--- src/rtl/sequenciador_ula.sv ---
// Operand/opcode entry sequencer for the 8-bit ALU datapath.
// Single-cycle ops use the external ALU; mul/div run on an internal iterative unit.
module sequenciador_ula #(
  parameter int W = 8
) (
  input  logic         clk,
  input  logic         rst,
  input  logic         enter,
  input  logic         reuso,
  input  logic [W-1:0] dado_in,
  input  logic [2:0]   op_in,
  input  logic [W-1:0] alu_res,
  output logic [W-1:0] alu_a,
  output logic [W-1:0] alu_b,
  output logic [2:0]   alu_op,
  output logic [W-1:0] resultado,
  output logic [2:0]   estado,
  output logic         ocupado,
  output logic         pronto,
  output logic         erro_div0
);

  localparam int CW = $clog2(W) + 1;

  localparam logic [2:0] ESPERA_A  = 3'd0;
  localparam logic [2:0] ESPERA_B  = 3'd1;
  localparam logic [2:0] ESPERA_OP = 3'd2;
  localparam logic [2:0] EXEC      = 3'd3;
  localparam logic [2:0] ITERA     = 3'd4;
  localparam logic [2:0] MOSTRA    = 3'd5;

  logic [2:0]    estado_reg;
  logic [W-1:0]  a_reg;
  logic [W-1:0]  b_reg;
  logic [2:0]    op_reg;
  logic [W-1:0]  resultado_reg;
  logic [CW-1:0] cnt_reg;
  logic          pronto_reg;
  logic          erro_reg;

  // acc_reg: product (mul) or partial remainder (div)
  // mc_reg : shifted multiplicand (mul) or dividend/quotient shifter (div)
  // mp_reg : multiplier shifter (mul only)
  logic [W-1:0]  acc_reg;
  logic [W-1:0]  mc_reg;
  logic [W-1:0]  mp_reg;

  logic [W-1:0]  mul_acc_next;
  logic [W-1:0]  mul_mc_next;
  logic [W-1:0]  mul_mp_next;
  logic [W:0]    rem_sh;
  logic          q_bit;
  logic [W-1:0]  rem_next;
  logic [W-1:0]  quo_next;
  logic          is_div;
  logic          last_step;
  logic          div_by_zero;

  always_comb begin
    mul_acc_next = acc_reg + (mp_reg[0] ? mc_reg : '0);
    mul_mc_next  = mc_reg << 1;
    mul_mp_next  = mp_reg >> 1;
    rem_sh       = {acc_reg, mc_reg[W-1]};
    q_bit        = (rem_sh >= {1'b0, b_reg});
    // after a successful subtraction the remainder is below B, so W bits suffice
    rem_next     = q_bit ? (rem_sh[W-1:0] - b_reg) : rem_sh[W-1:0];
    quo_next     = {mc_reg[W-2:0], q_bit};
  end

  assign is_div      = op_reg[0];
  assign last_step   = (cnt_reg == CW'(W - 1));
  assign div_by_zero = is_div && (cnt_reg == '0) && (b_reg == '0);

  always_ff @(posedge clk or posedge rst) begin
    if (rst) begin
      estado_reg    <= ESPERA_A;
      a_reg         <= '0;
      b_reg         <= '0;
      op_reg        <= '0;
      resultado_reg <= '0;
      cnt_reg       <= '0;
      pronto_reg    <= 1'b0;
      erro_reg      <= 1'b0;
      acc_reg       <= '0;
      mc_reg        <= '0;
      mp_reg        <= '0;
    end else begin
      pronto_reg <= 1'b0;
      case (estado_reg)
        ESPERA_A: begin
          if (reuso) begin
            a_reg      <= resultado_reg;
            estado_reg <= ESPERA_B;
          end else if (enter) begin
            a_reg      <= dado_in;
            estado_reg <= ESPERA_B;
          end
        end
        ESPERA_B: begin
          if (enter) begin
            b_reg      <= dado_in;
            estado_reg <= ESPERA_OP;
          end
        end
        ESPERA_OP: begin
          if (enter) begin
            op_reg <= op_in;
            if (op_in[2:1] == 2'b11) begin
              cnt_reg    <= '0;
              acc_reg    <= '0;
              mc_reg     <= a_reg;
              mp_reg     <= b_reg;
              estado_reg <= ITERA;
            end else begin
              estado_reg <= EXEC;
            end
          end
        end
        EXEC: begin
          resultado_reg <= alu_res;
          pronto_reg    <= 1'b1;
          estado_reg    <= MOSTRA;
        end
        ITERA: begin
          if (div_by_zero) begin
            resultado_reg <= '1;
            erro_reg      <= 1'b1;
            pronto_reg    <= 1'b1;
            estado_reg    <= MOSTRA;
          end else begin
            cnt_reg <= cnt_reg + 1'b1;
            if (is_div) begin
              acc_reg <= rem_next;
              mc_reg  <= quo_next;
            end else begin
              acc_reg <= mul_acc_next;
              mc_reg  <= mul_mc_next;
              mp_reg  <= mul_mp_next;
            end
            if (last_step) begin
              resultado_reg <= is_div ? quo_next : mul_acc_next;
              pronto_reg    <= 1'b1;
              estado_reg    <= MOSTRA;
            end
          end
        end
        MOSTRA: begin
          if (reuso) begin
            a_reg      <= resultado_reg;
            erro_reg   <= 1'b0;
            estado_reg <= ESPERA_B;
          end else if (enter) begin
            a_reg      <= '0;
            b_reg      <= '0;
            op_reg     <= '0;
            erro_reg   <= 1'b0;
            estado_reg <= ESPERA_A;
          end
        end
        default: estado_reg <= ESPERA_A;
      endcase
    end
  end

  assign alu_a     = a_reg;
  assign alu_b     = b_reg;
  assign alu_op    = op_reg;
  assign resultado = resultado_reg;
  assign estado    = estado_reg;
  assign ocupado   = (estado_reg == EXEC) || (estado_reg == ITERA);
  assign pronto    = pronto_reg;
  assign erro_div0 = erro_reg;

endmodule

--- config.mk ---
export PLATFORM = sky130hd
export DESIGN_NAME = sequenciador_ula
export DESIGN_NICKNAME = d
export VERILOG_FILES = /design/src/rtl/sequenciador_ula.sv
export SDC_FILE = /design/constraint.sdc
export NUM_CORES = 1
export LEC_CHECK = 0
export ABC_CLOCK_PERIOD_IN_PS = 2900
export CORE_MARGIN = 2
export CORE_UTILIZATION = 40
export DETAILED_ROUTE_END_ITERATION = 10
export HOLD_SLACK_MARGIN = 0.1
export SLEW_MARGIN = 20
export SYNTH_ARGS = -nofsm -noshare
export SYNTH_HDL_FRONTEND = slang
export SYNTH_SLANG_ARGS = --single-unit
--- constraint.sdc ---
create_clock -name clk -period 2.9 [get_ports clk]
set_input_delay 0.58 -clock clk [delete_from_list [all_inputs] [get_ports clk]]
set_output_delay 0.58 -clock clk [all_outputs]
set_load 0.005 [all_outputs]
# ---- Yosys cells after proc, flatten, opt, wreduce, memory -nomap -nowiden
# Index checks and enable logic that the tools add are counted.
dict set report op_classes {
  add_sub_neg 3
  magnitude_cmp 1
  n_eq_ne 18
  n_mux 52
  n_reduce_logical 20
}
# operator n
set op_table {}
lappend op_table {{$mux W8} 21}
lappend op_table {{$pmux W8 S2} 6}
lappend op_table {{$mux W3} 11}
lappend op_table {{$pmux W3 S6} 1}
lappend op_table {{$ne A2 B2 Y1 const B} 8}
lappend op_table {{$mux W4} 3}
lappend op_table {{$reduce_and A4 Y1} 3}
lappend op_table {{$reduce_bool A2 Y1} 6}
lappend op_table {{$reduce_and A5 Y1} 2}
lappend op_table {{$ge A9 B8 Y1} 1}
lappend op_table {{$ne A3 B3 Y1 const B} 3}
lappend op_table {{$add A8 B8 Y8} 1}
lappend op_table {{$logic_not A8 Y1} 1}
lappend op_table {{$pmux W4 S2} 1}
lappend op_table {{$sub A8 B8 Y8} 1}
lappend op_table {{$eq A3 B2 Y1 const B} 2}
lappend op_table {{$eq A3 B3 Y1 const B} 2}
lappend op_table {{$mux W1} 6}
lappend op_table {{$pmux W3 S2} 1}
lappend op_table {{$reduce_and A3 Y1} 2}
lappend op_table {{$add A4 B1 Y4 const B} 1}
lappend op_table {{$eq A4 B3 Y1 const B} 1}
lappend op_table {{$logic_not A4 Y1} 1}
lappend op_table {{$pmux W1 S2} 2}
lappend op_table {{6 further kinds} 7}
dict set report totals {
  regBits 60
  inputBits 23
  out_inout_bits 33
}

# ---- Depth between registers and ports, before layout
# Gate-level depths: netlist of run 1.
dict set report logic_depth {
  ltp_word 6
  ltp_mapped 10
}

# ---- Worst setup path before layout of run 1
# No wires, ideal clock.
dict set report synth_path {
  kind {reg2reg}
  from {register mp_reg[0]}
  to {register acc_reg[4]}
  setup_time_ns 0.126
  arrival_time_ns 2.013
  required_ns 2.774
  setup_slack_ns 0.761
  stages_incl_launch_ff 9
  path_cell_list {dfrtp_1 > and2_1 > ha_1 > fa_1 > a21o_1 > a21oi_1 > xor2_1 > o31ai_1 > a221o_1}
}
dict set report synth_via {
  elab_chain_len 5
}
# item line_no
set synth_rtl {}
lappend synth_rtl {{start, declared} 46} ;# logic [W-1:0] mp_reg;
lappend synth_rtl {{start signal, assigned} 112} ;# mp_reg <= b_reg;
lappend synth_rtl {{start signal, assigned} 138} ;# mp_reg <= mul_mp_next;
lappend synth_rtl {{$mux W8} 60} ;# mul_acc_next = acc_reg + (mp_reg[0] ? mc_reg : '0);
lappend synth_rtl {{$add A8 B8 Y8} 60}
lappend synth_rtl {{$mux W8} 132} ;# if (is_div) begin
lappend synth_rtl {{$mux W8} 125} ;# if (div_by_zero) begin
lappend synth_rtl {{$pmux W8 S2} 89} ;# case (estado_reg)
lappend synth_rtl {{end signal, assigned} 133} ;# acc_reg <= rem_next;
lappend synth_rtl {{end signal, assigned} 136} ;# acc_reg <= mul_acc_next;
lappend synth_rtl {{end, declared} 44} ;# logic [W-1:0] acc_reg;
# Every way passes these cells. The select of a mux whose other input is x is not followed.
# A chain may end at the register's enable or synchronous reset.

# ---- Final worst setup path of run 1
dict set report layout_path {
  from {register estado_reg[0], in the netlist estado[0]}
  to {output port ocupado}
}
dict set report layout_via {
  elab_chain_len 2
}
# item line_no
set layout_rtl {}
lappend layout_rtl {{start, declared} 32} ;# logic [2:0] estado_reg;
lappend layout_rtl {{start signal, assigned} 76} ;# estado_reg <= ESPERA_A;
lappend layout_rtl {{start signal, assigned} 93} ;# estado_reg <= ESPERA_B;
lappend layout_rtl {{start signal, assigned} 96} ;# estado_reg <= ESPERA_B;
lappend layout_rtl {{$eq A3 B2 Y1 or $eq A3 B3 Y1 (tied branches)} 170} ;# assign ocupado = (estado_reg == EXEC) || (estado_reg == ITERA);
lappend layout_rtl {{$logic_or A1 B1 Y1 (*)} 170}
lappend layout_rtl {{end, declared} 18} ;# output logic ocupado,
# Every way passes the cells marked *; elsewhere a longest branch is shown, timed or not.

==> results of run 1 <==
## synthesized netlist by cell type (all sizes together) (5+ instances only)
cell type / number
a21o: 5
a21oi: 21
a31oi: 11
and2: 10
buf: 8
clkbuf: 13
dfrtp: 60
ha: 17
inv: 17
nand2: 82
nand3: 12
nand4: 5
nor2: 26
nor2b: 5
nor3: 6
o211ai: 11
o21a: 10
o21ai: 47
o31ai: 5
xnor2: 5
xor2: 7
## how the worst max path moves through the flow
stage / start / end / slack, ps / cells past startpoint
after global routing: estado[0] / ocupado / 210 / 3
final: estado[0] / ocupado / 280 / 3
after CTS: estado[0] / ocupado / 270 / 3
after global placement: op_in[2] / acc_reg[4] / 430 / 7
after floorplan: mp_reg[0] / acc_reg[4] / 760 / 8
after detailed placement: op_in[1] / acc_reg[4] / 420 / 7
## through the flow
stage | setup WS [ps] | power [uW] | hold WS [ps]
after floorplan | 761 | 3850 | 473
after global placement | 433 | 5120 | 473
after detailed placement | 424 | 5150 | 485
after CTS | 272 | 6130 | 506
after global routing | 207 | 6620 | 556
final | 275 | 6120 | 502
## critical path, cell delays in order, from the launching register on
cell and delay [ps]:
dfrtp_1 530, or3b_1 580, nand2_1 110, clkdlybuf4s50_1 510
## area by class of cell
cell class,count,area [um2]
clock buffers,9,124
well taps,111,139
multi-input cells,335,2080
inverters,18,68.8
fillers,908,4440
clock inverters,7,123
repair buffers,70,676
flip-flops and latches,60,1500
## per-layer routing
layer	up-vias	track usage, %
met5	-	0
met3	16	3.19
li1	1664	-
met2	97	39.4
met4	0	6.95
met1	1615	35.2
## cell families (layout without fill, tap and decap cells)
family	count (synthesis)	in the layout
fa+ha+maj	19	19
buf+inv	39	104
compound gates	139	139
simple gates	159	159
xor+xnor	12	12
mux	6	6
flops	60	60
## power by group
group / switching (uW) / total [uW] / internal (uW)
logic: 1880 / 3490 / 1610
registers: 457 / 1690 / 1230
clock network: 374 / 949 / 575
==> summary.md, run 1 <==
| Metric | Value |
|---|---|
| Run status | finished, final reports clean |
| Ys async rst share | 100% |
| # resized after CTS | 0 |
| Slew HR | between 50% and 60% |
| Min Clock Period, post-route | 2620 ps |
| Power density cells | around 1300 nW/um2 |
| Largest net degree at the start of global routing | about 60 |
| Clock Skew | 16.1 ps |
| FF-to-FF setup slack | roughly 420 ps |
| Design Area, Final | 4720 um2 |
| Worst hold path type | register to register |
| Post-CTS setup buffer count | 0 |
| Clk root buf | clkbuf_8 |
| Final Hold Fails | 0 |
| Post-Syn Area | 3740 um2 |
| CTS tree | yes |
| Arr. time, crit path | between 2000 and 2500 ps |
| WL met2 | 5.62 mm |
| Commonest non-fill, non-tap cell in the layout | nand2_1 |
| Max FO, Critical Path | 13 |
| Hold worst-path end | alu_op[2] |
| Placed Cells | between 500 and 600 |
| Top Layer Used | met4 |
| Clock sinks | 60 |
| Area Overhead vs Synth | 25.9% |
| Post-Synth Adder-Cell Area | 6.75% |
| Area leader, netlist | dfrtp_1 |
| Initial DRC Count | 276 |
| Count of final setup violators | 0 |
| Vias | about 3400 |
| WHS Path Cells | 2 |
| Fmax achieved | 381 MHz |
| Synth Area in XOR/XNOR | under 10% |
| Unique masters post-synth | 54 |
| Maxcap violations | 0 |
| Critical path class | register to primary output |
| Period utilization | 90.5% |
| Yosys warns | 0 |
| Syn_nets | 476 |
| # diodes | 0 |
| First-pass GRT wire length | 19.0 mm |
| Reg2reg end | estado[0] |
| Simple-gate share of the synthesized area | 20.5% |
| Post-layout util | 51.5% |
| Synthesized flop and latch total | 60 |
| Total CTS buffers | 9 |
| Die height | 101 um |
| Die footprint | 10200 um2 |
| Placed Area | roughly 4500 um2 |
| Layout Nets | roughly 540 |
| Residual DRC count | 0 |
| Grt ovf | 0 |
| Average wire per standard cell | 19.1 um |
| Most frequent cells in the layout | nand2_1 (82), dfrtp_1 (60), clkdlybuf4s50_1 (55) |
| Vias in the first global route | between 3000 and 4000 |
| CTS H-tree lvls | 3 |
| IO Count | 56 |
| Rows | 35 |
| Worst VDD drop | 0.481 mV |
| Final Non-Filler Cells | 610 |
| Max clock buf depth | 2 |
| Prevailing post-synth register cell | dfrtp_1 |
| Ranking of synthesized cells by area | dfrtp_1 (40%), nand2_1 (8.2%), ha_1 (5.7%) |
| DR WL met3 | about 530 um |
| CP required | ~2300 ps |
| Area share of the largest cell type after synthesis | 40.1% |
| Avg Inst Size Synth | between 8 and 9 um2 |
| Final GP Congestion | just under 0.9 |
| RSZ-0062 raised after global routing | no |
| Cells after Synth | 434 |
| Setup TNS | 0 ps |
| Initial Util | 40.9% |
| Hold Path Origin | alu_op[2] |
| Worst setup EP type | primary output |
| R2r startpoint | estado[0] |
| Metal-1 WL | 5.34 mm |
| Max-slew violation total from the final report | 0 |
| Leak | 0.00204 uW |
| Sequential cell area fraction in the yosys report | roughly two fifths |
| CORE AREA | 9150 um2 |
| Post-CTS Hold Buffers | 0 |
| Layout cells sized above 1 | 8.82% |
| Post-DP HPWL | 8.69 mm |
| Post-synthesis compound-gate area fraction | 23.9% |
| Worst-Margin Slew | 707 ps |
| Vias per cell | 5.56 |
| Post-synth EDFFs | 0 |
| Startpoint type of the worst setup path | register |
| Final wirelength | between 10 and 15 mm |
| Largest family of logic cells by synthesized area | compound AO/OA/AOI/OAI gates |
| Clock-pin slew on the worst setup and hold paths | 80 ps |
| Later-pin clock latency in the skew report | 340 ps |
| Mux contribution to synthesized area | 1.67% |
| Final ANT Viol Nets | 0 |
| R2r worst-path depth | 6 |
| Tot GR Track Use | 24.7% |
| Drt pass-1 iters | 4 |
| Die Width | 101 um |
| I/O Buffers | 55 |
| Initial antenna violation count | 0 |
Note: power is estimated with default switching activity, not from simulation.
==> run 2, diff against run 1 <==
--- a/config.mk
+++ b/config.mk
@@ -10,7 +10,7 @@
 export CORE_UTILIZATION = 40
 export DETAILED_ROUTE_END_ITERATION = 10
 export HOLD_SLACK_MARGIN = 0.1
-export SLEW_MARGIN = 20
+export SLEW_MARGIN = 25
 export SYNTH_ARGS = -nofsm -noshare
 export SYNTH_HDL_FRONTEND = slang
 export SYNTH_SLANG_ARGS = --single-unit
==> results of run 2 <==
The final DEF is identical to that of run 1; final timing and power are the same.
==> run 3, diff against run 2 <==
--- a/config.mk
+++ b/config.mk
@@ -9,7 +9,9 @@
 export CORE_MARGIN = 2
 export CORE_UTILIZATION = 40
 export DETAILED_ROUTE_END_ITERATION = 10
+export GPL_TIMING_DRIVEN = 0
 export HOLD_SLACK_MARGIN = 0.1
+export REMOVE_ABC_BUFFERS = 1
 export SLEW_MARGIN = 25
 export SYNTH_ARGS = -nofsm -noshare
 export SYNTH_HDL_FRONTEND = slang
==> summary.md, run 3 (synthesis gave the netlist of run 1 again) <==
| Metric | Value |
|---|---|
| Largest net degree at the start of global routing | 38 (was 61) |
| Run status | finished, final reports clean (unchanged) |
| First-pass GRT wire length | 17.1 mm (was 19.0 mm) |
| Commonest non-fill, non-tap cell in the layout | nand2_1 (unchanged) |
| CTS H-tree lvls | 3 (unchanged) |
| CP Cell Sequence | or3b_4, nand2_1, clkdlybuf4s50_1 (was or3b_1, nand2_1, clkdlybuf4s50_1) |
| Maxcap violations | 0 (unchanged) |
| Vias in the first global route | 3216 (was 3388) |
| Die height | 101 um (unchanged) |
| Clock sinks | 60 (unchanged) |
| Clk root buf | clkbuf_8 (unchanged) |
| Fmax achieved | 363 MHz (was 381 MHz) |
| Setup TNS | 0 ps (unchanged) |
| Design Area, Final | 4600 um2 (was 4720 um2) |
| # diodes | 0 (unchanged) |
| IO Count | 56 (unchanged) |
| Max FO, Critical Path | 31 (was 13) |
| Worst-Margin Slew | 772 ps (was 707 ps) |
| Total CTS buffers | 9 (unchanged) |
| Arr. time, crit path | 2180 ps (was 2040 ps) |
| Die footprint | 10200 um2 (unchanged) |
| CORE AREA | 9150 um2 (unchanged) |
| Initial antenna violation count | 0 (unchanged) |
| Critical path class | register to primary output (unchanged) |
| CTS tree | yes (unchanged) |
| Startpoint type of the worst setup path | register (unchanged) |
| Slowest stage cell, crit path | or3b_4 (was or3b_1) |
| Final wirelength | 10.4 mm (was 11.7 mm) |
| Vias per cell | 5.59 (was 5.56) |
| Max clock buf depth | 2 (unchanged) |
| Die Width | 101 um (unchanged) |
| Final Hold Fails | 0 (unchanged) |
| Multi-input logic area | 2120 um2 (was 2080 um2) |
| Power density cells | 1250 nW/um2 (was 1300 nW/um2) |
| Min Clock Period, post-route | 2760 ps (was 2620 ps) |
| Leak | 0.00197 uW (was 0.00204 uW) |
| Clock Skew | 6.90 ps (was 16.1 ps) |
| Area Overhead vs Synth | 22.9% (was 25.9%) |
| CP delay by family, top | simple AND/OR/NAND/NOR gates (unchanged) |
| Residual DRC count | 0 (unchanged) |
| Layout cells sized above 1 | 6.82% (was 8.82%) |
| Worst setup EP type | primary output (unchanged) |
| Initial DRC Count | 150 (was 276) |
| Rows | 35 (unchanged) |
| Average wire per standard cell | 17.5 um (was 19.1 um) |
| Buf+Inv Stages, Crit Path | 1 (unchanged) |
| Later-pin clock latency in the skew report | 350 ps (was 340 ps) |
| Post-CTS setup buffer count | 0 (unchanged) |
| Clock-pin slew on the worst setup and hold paths | 70 ps (was 80 ps) |
| Most frequent cells in the layout | nand2_1 (82), dfrtp_1 (59), clkdlybuf4s50_1 (55) (was nand2_1 (82), dfrtp_1 (60), clkdlybuf4s50_1 (55)) |
| RSZ-0062 raised after global routing | no (unchanged) |
| Max stage delay on crit path | 640 ps (was 580 ps) |
| Register area | 1500 um2 (about the same) |
| Final GP Congestion | 0.784 (was 0.895) |
| Layout Nets | 523 (was 536) |
| Placed Area | 4390 um2 (was 4470 um2) |
| Worst hold path type | register to register (unchanged) |
| Final ANT Viol Nets | 0 (unchanged) |
| Vias | 3325 (was 3392) |
| Slew HR | 48.3% (was 52.8%) |
| Max-slew violation total from the final report | 0 (unchanged) |
| Fillers | 914 (was 908) |
| Tot GR Track Use | 22.0% (was 24.7%) |
| Post-layout util | 50.3% (was 51.5%) |
| CP required | 2320 ps (about the same) |
| Worst VDD drop | 0.507 mV (was 0.481 mV) |
| Grt ovf | 0 (unchanged) |
| Count of final setup violators | 0 (unchanged) |
| Initial Util | 40.9% (unchanged) |
| Drt pass-1 iters | 4 (unchanged) |
| Period utilization | 95.1% (was 90.5%) |
| I/O Buffers | 55 (unchanged) |
| Post-DP HPWL | 7.45 mm (was 8.69 mm) |
[run 3: what timing repair did]
action,CTS,global route
cloned,0,0
hold buffers,0,0
gates resized for setup,3,1
endpoints found under the setup margin,17,17
pin swaps,0,0
[run 3: area by class of cell]
type	instances	area share, %
clock buffer	12	3.37
clock inverter	2	0.761
inverter	18	1.55
multi-input combinational	335	46.1
sequential	60	32.7
tap	111	3.02
timing repair buffer	57	12.6
[run 3: metal layers]
layer  GRT usage (%)  vias up  wire length, um
met4            6.01        0              101
met5               0        -                0
met1            32.0     1601             5150
met2            34.2       71             4690
met3            3.54       10              470
li1                -     1643                -
[run 3: worst paths after layout]
path                       slack (ps)      endpoint  cells past startpoint  startpoint
max in group asynchronous        1840  resultado[4]                      3         rst
min in group asynchronous         550    cnt_reg[2]                      2         rst
setup / recovery                  140       ocupado                      3   estado[2]
hold reg to reg                   500     alu_op[2]                      2   alu_op[2]
hold / removal                    500     alu_op[2]                      2   alu_op[2]
setup reg to reg                  260     estado[0]                      6   estado[2]
[run 3: through the flow]
step	worst slack [ps]	std cells	total power [uW]	hold WS [ps]
final	143	595	5750	495
after global routing	48.0	595	6300	514
after CTS	15.0	595	5770	496
after detailed placement	-177	581	4960	478
after global placement	-744	579	4880	476
after floorplan	246	413	3790	473
[run 3: report_power, final]
part	internal (uW)	switching [uW]
Clock	434	336
Combinational	1530	1670
Sequential	1230	547
Total	3200	2550
[run 3: worst min-delay path: cells and delay by family (launching register included)]
kind	cells	cell delay, ps
AOI/OAI and AO/OA	1	60
DFF	1	350
and+or+nand+nor	1	50
